## src/rtl/cr16_datapath.sv

```systemverilog
// cr16_datapath - CompactRISC16 execution datapath.
//   16 x 16-bit register file with two combinational read ports, an
//   immediate/ALU-result write mux, a 16-bit ALU and a registered flag
//   register {C,L,F,Z,N}.
// Ports:
//   I_CLK              clock, rising edge
//   I_NRESET           asynchronous reset, active HIGH (clears regs and flags)
//   I_ENABLE           global enable for register and flag updates
//   I_REG_ENABLE       one-hot (or multi-hot) register write enables
//   I_READ_PORT_A_SEL  operand A register select
//   I_READ_PORT_B_SEL  operand B register select
//   I_OPCODE           ALU operation
//   I_IMMEDIATE        immediate write value
//   I_IMM_SEL          1 = write immediate, 0 = write ALU result
//   O_WRITE_PORT       combinational write-back value
//   O_FLAGS            registered flags, bits [4:0] = {C,L,F,Z,N}
module cr16_datapath #(
  parameter int DATA_WIDTH = 16,
  parameter int NUM_REGS   = 16,
  localparam int SEL_W     = $clog2(NUM_REGS)
) (
  input  logic                  I_CLK,
  input  logic                  I_NRESET,
  input  logic                  I_ENABLE,
  input  logic [NUM_REGS-1:0]   I_REG_ENABLE,
  input  logic [SEL_W-1:0]      I_READ_PORT_A_SEL,
  input  logic [SEL_W-1:0]      I_READ_PORT_B_SEL,
  input  logic [3:0]            I_OPCODE,
  input  logic [DATA_WIDTH-1:0] I_IMMEDIATE,
  input  logic                  I_IMM_SEL,
  output logic [DATA_WIDTH-1:0] O_WRITE_PORT,
  output logic [4:0]            O_FLAGS
);

  localparam int MSB = DATA_WIDTH - 1;

  typedef enum logic [3:0] {
    OP_ADD  = 4'b0000, OP_ADDU = 4'b0001, OP_ADDC = 4'b0010, OP_SUBC = 4'b0011,
    OP_SUB  = 4'b0100, OP_CMP  = 4'b0101, OP_AND  = 4'b0110, OP_OR   = 4'b0111,
    OP_XOR  = 4'b1000, OP_NOT  = 4'b1001, OP_LSH  = 4'b1010, OP_ASH  = 4'b1011,
    OP_MOV  = 4'b1100, OP_LUI  = 4'b1101
  } op_t;

  // flag bit positions inside O_FLAGS
  localparam int FC = 4, FL = 3, FF = 2, FZ = 1, FN = 0;

  logic [NUM_REGS-1:0][DATA_WIDTH-1:0] regs;
  logic [DATA_WIDTH-1:0] a, b, res;
  logic                  c_new, l_new, f_new, z_new, n_new;
  logic [DATA_WIDTH:0]   sum, diff;
  logic                  cin;
  logic [4:0]            sh_raw;
  logic [5:0]            sh_mag;

  // Reads are straight muxes: a register written this edge shows up after it.
  assign a = regs[I_READ_PORT_A_SEL];
  assign b = regs[I_READ_PORT_B_SEL];

  // Carry-in is only consumed by ADDC/SUBC; plain ADD/SUB/CMP ignore C.
  assign cin  = (I_OPCODE == OP_ADDC || I_OPCODE == OP_SUBC) ? O_FLAGS[FC] : 1'b0;
  assign sum  = {1'b0, a} + {1'b0, b} + {{DATA_WIDTH{1'b0}}, cin};
  // Top bit of the extended difference is the borrow.
  assign diff = {1'b0, a} - {1'b0, b} - {{DATA_WIDTH{1'b0}}, cin};

  // Shift count is B[4:0] as a signed value: -16..+15. Negative = right.
  assign sh_raw = b[4:0];
  assign sh_mag = {1'b0, ~sh_raw} + 6'd1;

  always_comb begin
    res   = a;
    c_new = 1'b0;
    l_new = 1'b0;
    f_new = 1'b0;
    case (I_OPCODE)
      OP_ADD, OP_ADDU, OP_ADDC: begin
        res   = sum[MSB:0];
        c_new = sum[DATA_WIDTH];
        f_new = (I_OPCODE != OP_ADDU) && (a[MSB] == b[MSB]) && (res[MSB] != a[MSB]);
      end
      OP_SUB, OP_SUBC, OP_CMP: begin
        res   = diff[MSB:0];
        c_new = diff[DATA_WIDTH];
        l_new = (a < b);
        f_new = (a[MSB] != b[MSB]) && (res[MSB] != a[MSB]);
      end
      OP_AND: res = a & b;
      OP_OR:  res = a | b;
      OP_XOR: res = a ^ b;
      OP_NOT: res = ~a;
      OP_LSH, OP_ASH: begin
        if (!sh_raw[4]) begin
          res = a << sh_raw[3:0];
        end else if (sh_mag >= 6'd16) begin
          res = (I_OPCODE == OP_ASH) ? {DATA_WIDTH{a[MSB]}} : '0;
        end else if (I_OPCODE == OP_ASH) begin
          res = $unsigned($signed(a) >>> sh_mag[3:0]);
        end else begin
          res = a >> sh_mag[3:0];
        end
      end
      OP_MOV: res = b;
      OP_LUI: res = {b[7:0], {(DATA_WIDTH-8){1'b0}}};
      default: res = a;
    endcase
  end

  // CMP reports the relation of A and B rather than the raw difference sign.
  assign z_new = (res == '0);
  assign n_new = (I_OPCODE == OP_CMP) ? ($signed(a) < $signed(b)) : res[MSB];

  assign O_WRITE_PORT = I_IMM_SEL ? I_IMMEDIATE : res;

  // Register file: every enabled register loads the same write-back value.
  for (genvar i = 0; i < NUM_REGS; i++) begin : g_reg
    always_ff @(posedge I_CLK or posedge I_NRESET) begin
      if (I_NRESET)
        regs[i] <= '0;
      else if (I_ENABLE && I_REG_ENABLE[i])
        regs[i] <= O_WRITE_PORT;
    end
  end

  // Flags only track ALU results, never immediate loads.
  always_ff @(posedge I_CLK or posedge I_NRESET) begin
    if (I_NRESET)
      O_FLAGS <= '0;
    else if (I_ENABLE && !I_IMM_SEL) begin
      O_FLAGS[FC] <= c_new;
      O_FLAGS[FL] <= l_new;
      O_FLAGS[FF] <= f_new;
      O_FLAGS[FZ] <= z_new;
      O_FLAGS[FN] <= n_new;
    end
  end

endmodule

```

## config.mk

```make
export PLATFORM = sky130hd
export DESIGN_NAME = cr16_datapath
export DESIGN_NICKNAME = d
export VERILOG_FILES = /design/src/rtl/cr16_datapath.sv
export SDC_FILE = /design/constraint.sdc
export NUM_CORES = 1
export LEC_CHECK = 0
export CAP_MARGIN = 0
export CORE_MARGIN = 3
export CORE_UTILIZATION = 55
export DETAILED_ROUTE_END_ITERATION = 7
export GPL_ROUTABILITY_DRIVEN = 0
export GPL_TIMING_DRIVEN = 0
export PLACE_DENSITY_LB_ADDON = 0.2
export SLEW_MARGIN = 5
export SYNTH_ARGS = -nofsm -noshare
export SYNTH_HDL_FRONTEND = slang
export SYNTH_SLANG_ARGS = --single-unit
```

## constraint.sdc

```tcl
create_clock -name I_CLK -period 11.55 [get_ports I_CLK]
set_clock_uncertainty 0.2 [all_clocks]
set_input_delay 2.31 -clock I_CLK [delete_from_list [all_inputs] [get_ports I_CLK]]
set_output_delay 2.31 -clock I_CLK [all_outputs]
set_load 0.02 [all_outputs]
```

=== Word level (Yosys, flattened, before mapping) ===
Cells that the tools add are included.

* Flip-flop bits (word level): 261
* Bits of input ports: 48

* Reductions and logical operators: 27
* Bitwise operators: 5
* Multiplexer cells: 15
* Shift operators: 3
* Add/subtract/negate cells: 5
* Order comparisons: 5
* Eq/ne operators: 18

{| class="wikitable"
|+ Operators with widths
! operator !! number
|-
| $pmux W16 S9 || 1
|-
| $bmux W16 S4 || 2
|-
| $mux W16 || 7
|-
| $lt A16 B16 Y1 || 2
|-
| $eq A4 B4 Y1 const B || 6
|-
| $logic_and A1 B1 Y1 || 20
|-
| $add A16 B16 Y17 || 1
|-
| $add A17 B1 Y17 || 1
|-
| $sub A16 B16 Y17 || 1
|-
| $sub A17 B1 Y17 || 1
|-
| $and A16 B16 Y16 || 1
|-
| $eq A4 B3 Y1 const B || 4
|-
| $logic_not A16 Y1 || 1
|-
| $not A16 Y16 || 1
|-
| $or A16 B16 Y16 || 1
|-
| $shl A16 B4 Y16 || 1
|-
| $shr A16 B4 Y16 || 1
|-
| $sshr A16 B4 Y16 || 1
|-
| $xor A16 B16 Y16 || 1
|-
| $lt A4 B5 Y1 const B || 2
|-
| $eq A4 B2 Y1 const B || 2
|-
| $add A5 B1 Y6 const B || 1
|-
| $ge A6 B5 Y1 const B || 1
|-
| $reduce_or A3 Y1 || 2
|-
| other kinds (11) || 16
|}

=== Logic depth before layout (Yosys ltp) ===
* Word-level depth: 10
* Gate-level depth with buffers: 26

=== Worst setup path after synthesis ===
No wires, ideal clock.

* Kind: input to output
* From: input I_READ_PORT_B_SEL[2]
* To: output O_WRITE_PORT[10]
* Path slack: 1399 ps
* Arrival: 7641 ps
* Cell stages on the path: 25
* Cells stage by stage: buf_2 -> buf_2 -> mux4_2 -> mux2_2 -> and2_4 -> nor2_2 -> inv_2 -> buf_2 -> buf_2 -> fa_1 -> inv_1 -> ha_1 -> or2_2 -> fa_1 -> o211ai_1 -> a21oi_1 -> o32ai_1 -> xor2_1 -> o221ai_1 -> nor4_1 -> a21o_1 -> nor2_1 -> a21oi_2 -> clkbuf_2 -> inv_1

* Word-level cells in the longest chain between the ends: 10
* Elaborated cells on any way between the ends: 20
* Those cells by class: add/sub (5); order compare (1); shift (3); mux (7); bitwise (4)

{| class="wikitable"
|+ Ends and longest elaborated chain
! item !! line !! text
|-
| start: declaration || 27 || <nowiki>input logic [SEL_W-1:0] I_READ_PORT_B_SEL,</nowiki>
|-
| $bmux W16 S4 (*) || 57 || <nowiki>assign b = regs[I_READ_PORT_B_SEL];</nowiki>
|-
| $mux W16 (not written as such) (*) || 57 ||
|-
| parallel branches: the longest is 6 deep, another holds $sub A16 B16 Y17 || -- ||
|-
| $pmux W16 S9 (*) || 74 || <nowiki>case (I_OPCODE)</nowiki>
|-
| $mux W16 (*) || 111 || <nowiki>assign O_WRITE_PORT = I_IMM_SEL ? I_IMMEDIATE : res;</nowiki>
|-
| end: declaration || 31 || <nowiki>output logic [DATA_WIDTH-1:0] O_WRITE_PORT,</nowiki>
|}

Every way passes the cells marked *. The select of a mux whose other input is x is not followed.

=== Worst setup path in the final report ===
* From: input I_READ_PORT_B_SEL[0]
* To: output O_WRITE_PORT[11]

Same word-level chain as after synthesis.

==> run summary <==
The run finished with clean final reports. Of the available clock period, the critical path in the final layout requires 99.7%. The number of port buffers is 58. TritonCTS built the clock tree. The worst hold path begins at O_FLAGS[0]. The number of primary I/O pins came out at 69.

The total number of vias is 16900. The highest clock frequency the design can meet came out at 86.8 MHz. For this run, the number of standard cells in the final layout without fillers is 2369.

The number of max-slew violations in the final report came out at 0. The hold violation count in the final report is 0. The number of sinks driven by the clock tree is 261. Setup violations remaining at the end of the flow were counted as 0. The critical path is of the input pin to primary output type. For the worst flop-to-flop path, the logic depth is 17. The dominant synthesized flop cell is sky130_fd_sc_hd__dfrtp_1. The register clock-pin slew on the reported worst setup and hold paths is 0.07 ns. The worst slack at placement is -0.921 ns. The y dimension of the die is 193 µm.

The transition at the pin with the smallest max-transition slack came out at 1.46 ns. The min-delay analysis places its worst path in the category register to register. Entering global routing, the biggest net connects 99 pins. The number of hold buffers added after cts came out at 0.

The worst register-to-register path ends at regs[219]. The placement row count is 67. The worst path meets setup with 0.0297 ns of slack. The distinct cell type count of the synthesized netlist came out at 85. In the final layout, flip-flops and latches occupy 6530 µm².

The worst-case clock buffer depth came out at 3. The worst path in the final design needs a cycle of 11.52 ns, including I/O delays and setup. The startpoint identified for the worst register-to-register timing path is regs[210]. The area of the die came out at 37200 µm². The worst voltage drop across the vdd grid is 0.000265 V.

The count of H-tree levels built during CTS came out at 1. The number of enable flip-flop cells after synthesis came out at 0. The number of DRC violations after detailed routing came out at 0. The via count of the first global-routing pass is 16400. The data arrival time at the worst-slack endpoint came out at 9.01 ns. The post-synth net total came out at 1929. During synthesis, Yosys emitted a total of 0 warnings. The areal power density over the cells is 278 nW/µm². The global-route usage over all layers came out at 36.2%. The design draws 6.04 mW. The final sum of negative setup slack is 0 ns. The cell depth of the worst hold path came out at 2. The first global-routing pass estimated 101000 µm of wire. The mapped netlist covers 19200 µm². For this configuration, the core starts out at a cell density of 56.6%. The worst slew margin relative to its limit is 2.46%. The number of fill cells in the layout came out at 2679. The initial DRC count is 2472.

In the synthesized netlist the async set-or-reset flop fraction comes to 100%. The horizontal die dimension is 193 µm. The detailed-route wire length per cell is 28.4 µm. In this run the worst path has a maximum fanout of 11. The final layout net count is 2030. The number of antenna violations at the first check in global routing came out at 0.

The number of search-and-repair iterations in the first detailed-routing pass came out at 7. The final layout contains routed wiring with a total length of 67400 µm. CTS placed an instance of sky130_fd_sc_hd__clkbuf_16 at the clock tree root. The total CTS buffers came out at 29. The area growth from synthesis to layout is 13.0%.

In the final layout, the multi-input gates occupy 11900 µm². The flop and latch count out of synthesis is 261. STA classifies the critical path endpoint as a primary output. The total of max-cap violations came out at 0. The setup check on the worst reg-to-reg path leaves a slack of 5.19 ns. After legalization and detailed placement, the total HPWL measured 49300 µm. The final global-route overflow total came out at 0. The via density per instance is 7.12. The worst setup path is launched from an input pin. The antenna diode instance count came out at 0. Once detail routing completed, the nets flagged for antenna violations numbered 0. Of the cells placed in the final design, the portion with a size suffix greater than 1 is 24.9%. The leakage dissipation came out at 9.10 nW. The register area share after synthesis is 34.0%. The data required time of the critical path is 9.04 ns.

The synthesized area per cell is 10.7 µm². The path with the worst hold slack has its endpoint at O_FLAGS[0]. The placeable core region came out at 34000 µm².

The post-placement cell count is 2309. The latest clock arrival within the worst-skew pair came out at 0.57 ns. The number of instances in the synthesized netlist came out at 1797.
kinds of logic after synthesis:
group	share of synthesized area (%)
AO/OA/AOI/OAI	15.0
XOR/XNOR	1.19
adder cells (fa/ha/maj)	5.62
buffers and inverters	5.02
flip-flops	34.0
multiplexers	29.5
AND/OR/NAND/NOR	9.69
worst max-delay path, cell delays in order:
cell                              delay (ns)
sky130_fd_sc_hd__clkdlybuf4s50_1        0.54
sky130_fd_sc_hd__buf_6                  0.21
sky130_fd_sc_hd__buf_6                  0.23
sky130_fd_sc_hd__mux4_2                 0.57
sky130_fd_sc_hd__mux4_2                 0.56
sky130_fd_sc_hd__buf_2                  0.27
sky130_fd_sc_hd__inv_1                  0.11
sky130_fd_sc_hd__buf_2                  0.28
sky130_fd_sc_hd__ha_1                   0.39
sky130_fd_sc_hd__o21a_1                 0.17
sky130_fd_sc_hd__a2111oi_1              0.60
sky130_fd_sc_hd__o31ai_1                0.21
sky130_fd_sc_hd__a31o_2                 0.27
sky130_fd_sc_hd__a21oi_1                0.16
sky130_fd_sc_hd__xnor2_1                0.10
sky130_fd_sc_hd__a221oi_1               0.57
sky130_fd_sc_hd__o32ai_1                0.28
sky130_fd_sc_hd__mux2_2                 0.44
sky130_fd_sc_hd__buf_6                  0.18
sky130_fd_sc_hd__clkdlybuf4s50_1        0.53
Yosys cell counts (all sizes together) (12+ instances only):
library cell	n	area share (%)
mux4	149	17
o211ai	12	0.47
a31oi	14	0.46
xnor2	20	1.0
inv	76	1.5
nand2	208	4.1
o21ai	185	4.9
nor2b	17	0.55
clkbuf	89	1.8
and3	12	0.39
ha	80	5.2
nor2	65	1.3
mux2i	59	3.2
a22o	15	0.68
a21oi	56	1.5
nor3	27	0.70
dfrtp	261	34
a22oi	17	0.72
mux2	151	8.9
nand3	21	0.55
and2	12	0.40
a221oi	30	1.5
buf	53	1.8
worst max-delay path by stage:
stage,start,end,slack (ns),cells past startpoint
after floorplan,I_READ_PORT_B_SEL[2],O_WRITE_PORT[10],1.40,25
after global placement,I_NRESET,regs[24],-1.34,2
after detailed placement,I_READ_PORT_B_SEL[0],O_WRITE_PORT[14],-0.92,26
after CTS,I_READ_PORT_B_SEL[0],O_WRITE_PORT[14],0.01,24
after global routing,I_READ_PORT_B_SEL[0],O_WRITE_PORT[3],-0.006,21
final,I_READ_PORT_B_SEL[0],O_WRITE_PORT[11],0.03,20
sequential cells by signal, indices dropped and copies added, names as in the netlist:
signal   cells
regs       256
O_FLAGS      5
final cells by class:
type	instances	area share (%)
buffer	138	3.20
clock buffer	42	3.93
clock inverter	12	0.674
inverter	77	1.38
multi-input combinational	1317	54.7
sequential	261	30.1
tap	448	2.58
timing repair buffer	74	3.46
repair_timing:
item,in CTS,in global routing
pin swaps,2,3
setup buffers,4,6
gates resized for setup,23,29
setup endpoints to repair,13,15
layer usage:
layer	routed length, µm	up-vias	GRT usage (%)	part of all wire (%)
li1	-	6972	-	-
met1	24600	8294	47.7	37
met2	30100	1287	55.7	45
met3	7980	308	8.21	12
met4	4690	0	20.5	7.0
met5	0	-	0	0
cell usage in the layout (no fill, tap or decap), drive strengths merged, types with 7 or more instances in the layout:
cell / count
mux2i: 59
inv: 77
nand2b: 9
nor2b: 17
o31ai: 8
a221oi: 30
clkbuf: 131
clkdlybuf4s50: 55
and3: 12
a22o: 15
and2: 12
dfrtp: 261
o22ai: 8
o211ai: 12
a21o: 7
a22oi: 17
buf: 65
a211oi: 10
mux4: 149
a31oi: 14
a21oi: 56
mux2: 151
nor3: 27
nand3: 21
o221ai: 9
xnor2: 20
nor4: 8
nand2: 208
nor2: 65
o21ai: 185
o21a: 9
ha: 80
or2: 8
report_power, final:
group	switching [mW]	internal (mW)
logic	2.00	1.51
registers	0.297	1.27
clock network	0.386	0.579
total	2.68	3.36
stage by stage:
| step | hold slack [ns] | utilization, % | instance area [µm²] |
|---|---|---|---|
| after detailed placement | 0.274 | 60.3 | 20500 |
| after global routing | 0.304 | 64.0 | 21700 |
| after CTS | 0.290 | 63.5 | 21600 |
| after global placement | 0.263 | 60.0 | 20400 |
| after floorplan | 0.261 | - | 19200 |
| final | 0.285 | 64.0 | 21700 |
No activity file was read; power rests on OpenSTA's default activity.
